`src/rtl/mux4_rr_arbiter_pkg.sv`:
```
// Shared constants and helpers for the 4-requester round-robin mux arbiter.
package mux4_arb_pkg;

  localparam int unsigned NUM_REQ = 4;
  localparam int unsigned SEL_W   = 2;

  localparam logic [0:0] ST_IDLE  = 1'b0;
  localparam logic [0:0] ST_GRANT = 1'b1;

  function automatic logic [NUM_REQ-1:0] onehot(input logic [SEL_W-1:0] idx);
    logic [NUM_REQ-1:0] r;
    r      = '0;
    r[idx] = 1'b1;
    return r;
  endfunction

endpackage

```
`src/rtl/mux4_rr_arbiter_if.sv`:
```
// Requester/consumer bus of the arbitrated 4-to-1 mux: requests and lanes in, grant and registered output back.
interface mux4_rr_arbiter_if
  import mux4_arb_pkg::*;
#(
  parameter int unsigned DW = 1
) ();

  logic [NUM_REQ-1:0]    req;
  logic [NUM_REQ*DW-1:0] in;
  logic [NUM_REQ-1:0]    gnt;
  logic [SEL_W-1:0]      sel;
  logic                  valid;
  logic [DW-1:0]         out;

  modport master (
    output req, in,
    input  gnt, sel, valid, out
  );

  modport slave (
    input  req, in,
    output gnt, sel, valid, out
  );

endinterface

```
`src/rtl/mux4_rr_arbiter_pick.sv`:
```
// Combinational rotating-priority picker: first set request after position last_i, wrapping mod 4.
module rr_pick4
  import mux4_arb_pkg::*;
(
  input  logic [NUM_REQ-1:0] req_i,
  input  logic [SEL_W-1:0]   last_i,
  output logic               found_o,
  output logic [SEL_W-1:0]   idx_o
);

  logic [SEL_W-1:0] cand;

  always_comb begin
    found_o = 1'b0;
    idx_o   = last_i;
    cand    = last_i;
    // last_i itself is searched last (k == NUM_REQ wraps back onto it)
    for (int unsigned k = 1; k <= NUM_REQ; k++) begin
      cand = last_i + SEL_W'(k);
      if (!found_o && req_i[cand]) begin
        found_o = 1'b1;
        idx_o   = cand;
      end
    end
  end

endmodule

```
`src/rtl/mux4_rr_arbiter.sv`:
```
// Round-robin arbiter/sequencer for the shared 4-to-1 mux with registered output and valid flag.
// Optional owner preemption after MAX_HOLD cycles is enabled by defining ARB_TIMEOUT_EN.
module mux4_rr_arbiter
  import mux4_arb_pkg::*;
#(
  parameter int unsigned DW       = 1,
  parameter int unsigned MAX_HOLD = 8
) (
  input logic              clk,
  input logic              rst,
  mux4_rr_arbiter_if.slave bus
);

  if (MAX_HOLD < 2) begin : g_bad_max_hold
    $error("mux4_rr_arbiter: MAX_HOLD must be >= 2");
  end

  logic [0:0]         state_q, state_d;
  logic [SEL_W-1:0]   last_q, last_d;
  logic [SEL_W-1:0]   sel_q, sel_d;
  logic [NUM_REQ-1:0] gnt_q, gnt_d;
  logic               valid_q, valid_d;
  logic [DW-1:0]      out_q, out_d;

  logic               pick_found;
  logic [SEL_W-1:0]   pick_idx;
  logic [SEL_W-1:0]   pick_last;

`ifdef ARB_TIMEOUT_EN
  localparam int unsigned    CNT_W     = (MAX_HOLD > 2) ? $clog2(MAX_HOLD) : 1;
  localparam logic [CNT_W-1:0] HOLD_LAST = CNT_W'(MAX_HOLD - 1);

  logic [CNT_W-1:0] hold_cnt_q, hold_cnt_d;
  logic             others_req;

  assign others_req = |(bus.req & ~gnt_q);
`endif

  // While granted, the search starts after the current owner so a release or
  // preemption rotates past it without waiting for last_q to update.
  assign pick_last = (state_q == ST_GRANT) ? sel_q : last_q;

  rr_pick4 u_pick (
    .req_i   (bus.req),
    .last_i  (pick_last),
    .found_o (pick_found),
    .idx_o   (pick_idx)
  );

  always_comb begin
    state_d = state_q;
    last_d  = last_q;
    sel_d   = sel_q;
    gnt_d   = gnt_q;
    valid_d = |gnt_q;
    out_d   = out_q;
`ifdef ARB_TIMEOUT_EN
    hold_cnt_d = hold_cnt_q;
`endif

    if (|gnt_q) begin
      out_d = bus.in[sel_q*DW +: DW];
    end

    case (state_q)
      ST_IDLE: begin
        if (pick_found) begin
          state_d = ST_GRANT;
          gnt_d   = onehot(pick_idx);
          sel_d   = pick_idx;
`ifdef ARB_TIMEOUT_EN
          hold_cnt_d = '0;
`endif
        end
      end
      ST_GRANT: begin
        if (!bus.req[sel_q]) begin
          last_d = sel_q;
          if (pick_found) begin
            gnt_d = onehot(pick_idx);
            sel_d = pick_idx;
          end else begin
            gnt_d   = '0;
            state_d = ST_IDLE;
          end
`ifdef ARB_TIMEOUT_EN
          hold_cnt_d = '0;
`endif
        end
`ifdef ARB_TIMEOUT_EN
        else if (hold_cnt_q == HOLD_LAST) begin
          // Saturated: hand over only if someone else is waiting.
          if (others_req) begin
            last_d     = sel_q;
            gnt_d      = onehot(pick_idx);
            sel_d      = pick_idx;
            hold_cnt_d = '0;
          end
        end else begin
          hold_cnt_d = hold_cnt_q + CNT_W'(1);
        end
`endif
      end
      default: begin
        state_d = ST_IDLE;
        gnt_d   = '0;
      end
    endcase
  end

  always_ff @(posedge clk or posedge rst) begin
    if (rst) begin
      state_q <= ST_IDLE;
      last_q  <= SEL_W'(NUM_REQ - 1);
      sel_q   <= '0;
      gnt_q   <= '0;
      valid_q <= 1'b0;
      out_q   <= '0;
    end else begin
      state_q <= state_d;
      last_q  <= last_d;
      sel_q   <= sel_d;
      gnt_q   <= gnt_d;
      valid_q <= valid_d;
      out_q   <= out_d;
    end
  end

`ifdef ARB_TIMEOUT_EN
  always_ff @(posedge clk or posedge rst) begin
    if (rst) begin
      hold_cnt_q <= '0;
    end else begin
      hold_cnt_q <= hold_cnt_d;
    end
  end
`endif

  assign bus.gnt   = gnt_q;
  assign bus.sel   = sel_q;
  assign bus.valid = valid_q;
  assign bus.out   = out_q;

endmodule
```
`src/flat_wrapper.sv`:
```
// flat-port wrapper written by rule: the top's interface ports become plain ports
module mux4_rr_arbiter_flat import mux4_arb_pkg::*;
#(
  parameter int unsigned DW       = 1,
  parameter int unsigned MAX_HOLD = 8
)
  (clk, rst, bus_req, bus_in, bus_gnt, bus_sel, bus_valid, bus_out);
  mux4_rr_arbiter_if #(.DW(DW)) bus_i ();
  input logic clk;
  input logic rst;
  input wire logic [$bits(bus_i.req)-1:0] bus_req;
  input wire logic [$bits(bus_i.in)-1:0] bus_in;
  output wire logic [$bits(bus_i.gnt)-1:0] bus_gnt;
  output wire logic [$bits(bus_i.sel)-1:0] bus_sel;
  output wire logic [$bits(bus_i.valid)-1:0] bus_valid;
  output wire logic [$bits(bus_i.out)-1:0] bus_out;
  assign bus_i.req = bus_req;
  assign bus_i.in = bus_in;
  assign bus_gnt = bus_i.gnt;
  assign bus_sel = bus_i.sel;
  assign bus_valid = bus_i.valid;
  assign bus_out = bus_i.out;
  mux4_rr_arbiter #(.DW(DW), .MAX_HOLD(MAX_HOLD)) u_core (.clk(clk), .rst(rst), .bus(bus_i));
endmodule
```
`config.mk`:
```
export PLATFORM = sky130hd
export DESIGN_NAME = mux4_rr_arbiter_flat
export DESIGN_NICKNAME = d
export VERILOG_FILES = /design/src/rtl/mux4_rr_arbiter_pkg.sv /design/src/rtl/mux4_rr_arbiter_if.sv /design/src/rtl/mux4_rr_arbiter_pick.sv /design/src/rtl/mux4_rr_arbiter.sv /design/src/flat_wrapper.sv
export SDC_FILE = /design/constraint.sdc
export NUM_CORES = 1
export LEC_CHECK = 0
export CAP_MARGIN = 20
export CELL_PAD_IN_SITES_DETAIL_PLACEMENT = 1
export CELL_PAD_IN_SITES_GLOBAL_PLACEMENT = 1
export CORE_AREA = 8 8 52 54
export CTS_CLUSTER_DIAMETER = 60
export CTS_CLUSTER_SIZE = 28
export DETAILED_ROUTE_END_ITERATION = 7
export DIE_AREA = 0 0 60 62
export GPL_ROUTABILITY_DRIVEN = 0
export GPL_TIMING_DRIVEN = 0
export PLACE_DENSITY = 0.88
export SETUP_SLACK_MARGIN = 0.15
export SLEW_MARGIN = 30
export SYNTH_ARGS = -nofsm -noshare
export SYNTH_HDL_FRONTEND = slang
export SYNTH_SLANG_ARGS = --single-unit
```
`constraint.sdc`:
```
create_clock -name clk -period 5 [get_ports clk]
set_input_delay 1 -clock clk [delete_from_list [all_inputs] [get_ports clk]]
set_output_delay 1 -clock clk [all_outputs]
set_load 0.02 [all_outputs]
```
==> metrics.md <==
| Metric | Value |
|---|---|
| Initial antenna violation count | 0 |
| Lkg Pwr | about 0.00037 µW |
| Post-CTS sizing | 0 |
| CP Class | in2reg |
| Fmax | 396 MHz |
| Drt pass-1 iters | 2 |
| Comb pwr share | slightly below 60% |
| Grt ovf | 0 |
| Power share of the sequential group | 31.0% |
| Top Ports | 18 |
| Worst hold path startpoint | u_core.bus.gnt[0]$_DFFE_PP0P_ |
| DRC Markers | 0 |
| Multi-input gate area | approximately 390 µm² |
| CP required | ~5.2 ns |
| DIE WIDTH | roughly 60 µm |
| Max-cap violations | 0 |
| Clk pwr share | about 11% |
| Cells after Synth | 60 |
| Via Count | ~560 |
| Clock root cell | clkbuf_4 |
| Reg2reg start | u_core.state_q$_DFF_PP0_ |
| Final Max Tran Viols | 0 |
| H-tree levels | 1 |
| Pint | between 300 and 400 µW |
| Setup bufs post-CTS | 0 |
| Worst Hold Depth | 2 |
| Starting Density | 36.4% |
| Net Sw Power | approximately 220 µW |
| Synth Flop Type | dfrtp_1 |
| Netlist cell types | 29 |
| Post-CTS Hold Fix Bufs | 0 |
| Post-route clock period utilization | 50.6% |
| Reg clk slew, reported paths | around 0.070 ns |
| Clock Latency Late Sink | 0.27 ns |
| Slew margin rel. | around 65% |
| Clock Skews | roughly 0.0019 ns |
| Final Hold Viols | 0 |
| Number of synthesized flops with an enable pin | 0 |
| Slew @ Worst Pin | approximately 0.52 ns |
| Core area | between 0.0015 and 0.002 mm² |
| CTS Buf Count | 3 |
| Diode count | 0 |
| PD cells | slightly below 600 mW/mm² |
| Crit path arrival time | roughly 2.7 ns |
| # setup viols final | 0 |
| CP Launch Type | primary input |
| Post-route ant nets | 0 |
| GRT Overall Usage | between 10% and 20% |
| Fraction of layout instances using a drive strength above 1 | between 20% and 30% |
| Drt initial violations | 6 |
| Drt via density | 5.21 |
| Worst hold path type | reg2reg |
| Seq/Total Area, Yosys | roughly two fifths |
| Post-Syn Nets | 70 |
| Clock Sinks | 11 |
| First-pass GRT wire length | 3000 µm |
| CP Capture Type | flip-flop |
| Minimum clock period | ~2.5 ns |
| Setup TNS | 0 ns |
| Vias in the first global route | approximately 650 |
| Register bit total from synthesis | 11 |
| Register area | ~280 µm² |
| Worst vdd ir | ~0.00022 V |
| Status | complete, no violations |
| Mean post-synth cell area | approximately 12 µm² |
| Dpl hpwl | 1470 µm |
| R2R Setup Slk | 3.25 ns |
| Row count | 16 |
| Synth-to-Final Area Change | 33.2% |
| Critical path peak fanout | 7 |
| Synthesized cell area | about 700 µm² |
| Number of port buffers | 17 |
| Final wirelength | 1730 µm |
| Mean routed wirelength per cell | about 16 µm |
| Bufs on Longest Clock Path | 2 |
| RSZ-0062 raised after global routing | false |
| R2r worst-path depth | 6 |
| Sw frac | 40.2% |
| TritonCTS clock tree | built |
| Die Ht | just over 60 µm |
| Number of fill cells | roughly 210 |
| Nets | 92 |
| Largest net degree at the start of global routing | 12 |
| Worst hold slack | just over 0.5 ns |
| Share of flip-flops with an asynchronous set or reset | 100% |
| Yosys warning total | 0 |
| Endpoint, Worst Hold | u_core.bus.gnt[0]$_DFFE_PP0P_ |
| Die Area | about 0.0037 mm² |
| Reg2reg end | u_core.bus.gnt[1]$_DFFE_PP0P_ |
## power groups by stage
| stage | Clock (µW) | Combinational, µW | Sequential, µW |
|---|---|---|---|
| detailed placement | 0 | 316 | 171 |
| finish | 60.1 | 313 | 168 |
| CTS | 62.7 | 318 | 169 |
| global placement | 0 | 303 | 169 |
| global route | 65.7 | 340 | 177 |
| floorplan | 0 | 179 | 197 |
## Yosys cell counts (2+ instances only)
cell | number | area (µm²)
inv_1 | 4 | 15.0
mux4_2 | 2 | 45.0
o221ai_1 | 3 | 26.3
mux2_2 | 4 | 45.0
o21ai_1 | 3 | 15.0
dfstp_2 | 2 | 52.6
dfrtp_1 | 9 | 225
a22oi_1 | 2 | 15.0
nor2_1 | 3 | 11.3
nand2_1 | 7 | 26.3
mux2i_1 | 2 | 20.0
a21oi_1 | 2 | 10.0
## cell usage in the layout, fill, tap and decap left out, drive strengths merged, types with 2 or more instances in the layout
| cell type | count |
|---|---|
| clkdlybuf4s50 | 17 |
| dfrtp | 9 |
| nand2 | 7 |
| mux2 | 5 |
| inv | 4 |
| nor2 | 4 |
| clkbuf | 4 |
| o21ai | 3 |
| o221ai | 3 |
| mux2i | 3 |
| a21oi | 3 |
| mux4 | 2 |
| a22oi | 2 |
| dfstp | 2 |
## layer usage
| metal | wire length (µm) | track usage, % | vias to the layer above |
|---|---|---|---|
| li1 | - | - | 265 |
| met1 | 652 | 11.0 | 286 |
| met2 | 988 | 20.8 | 10 |
| met3 | 73 | 2.67 | 2 |
| met4 | 19 | 4.08 | 0 |
| met5 | 0 | 0 | - |
## worst max path at each step
| stage | start | to | slack [ns] |
|---|---|---|---|
| finish | bus_req[1] | u_core.bus.sel[0]$_DFFE_PP0P_ | 2.47 |
| global route | bus_req[1] | u_core.bus.gnt[2]$_DFFE_PP0P_ | 2.39 |
| CTS | bus_req[1] | u_core.bus.sel[0]$_DFFE_PP0P_ | 2.48 |
| detailed placement | bus_req[1] | u_core.bus.sel[0]$_DFFE_PP0P_ | 2.19 |
| global placement | bus_req[1] | u_core.bus.sel[0]$_DFFE_PP0P_ | 2.22 |
| floorplan | bus_req[3] | u_core.bus.gnt[2]$_DFFE_PP0P_ | 2.91 |
## worst max-delay path: stages
cell and delay (ns):
clkdlybuf4s50_1 0.58, mux4_2 0.57, and2_4 0.22, nor2_8 0.10, nand3_2 0.10, o21a_1 0.12
## sequential cells by signal, summed over array words and instances, names as in the netlist
name and count:
u_core.bus.gnt 4, u_core.bus.sel 2, u_core.last_q 2, u_core.bus.valid 1
u_core.bus.out 1, u_core.state_q 1
## per-stage QoR
| step | instance area [µm²] | total power, µW | instances | setup WS [ns] | utilization [%] |
|---|---|---|---|---|---|
| after floorplan | 693 | 376 | 60 | 2.91 | - |
| after global placement | 897 | 472 | 104 | 2.22 | 47.2 |
| after detailed placement | 897 | 487 | 104 | 2.19 | 47.2 |
| after CTS | 923 | 550 | 108 | 2.48 | 48.6 |
| after global routing | 923 | 583 | 108 | 2.39 | 48.6 |
| final | 923 | 541 | 108 | 2.47 | 48.6 |
## logic make-up after synthesis
logic type      synth area share [%]
buf+inv                         3.79
simple gates                    19.0
mux                             20.0
compound gates                  17.1
flops                           40.1
## cell type report
| cell class | instances | share of cell area, % |
|---|---|---|
| Tap cell | 27 | 3.66 |
| Clock buffer | 4 | 2.85 |
| Multi-Input combinational cell | 44 | 42.1 |
| Sequential cell | 11 | 30.1 |
| Buffer | 1 | 1.22 |
| Inverter | 4 | 1.63 |
| Timing Repair Buffer | 17 | 18.4 |
(Power assumes the default switching activity.)
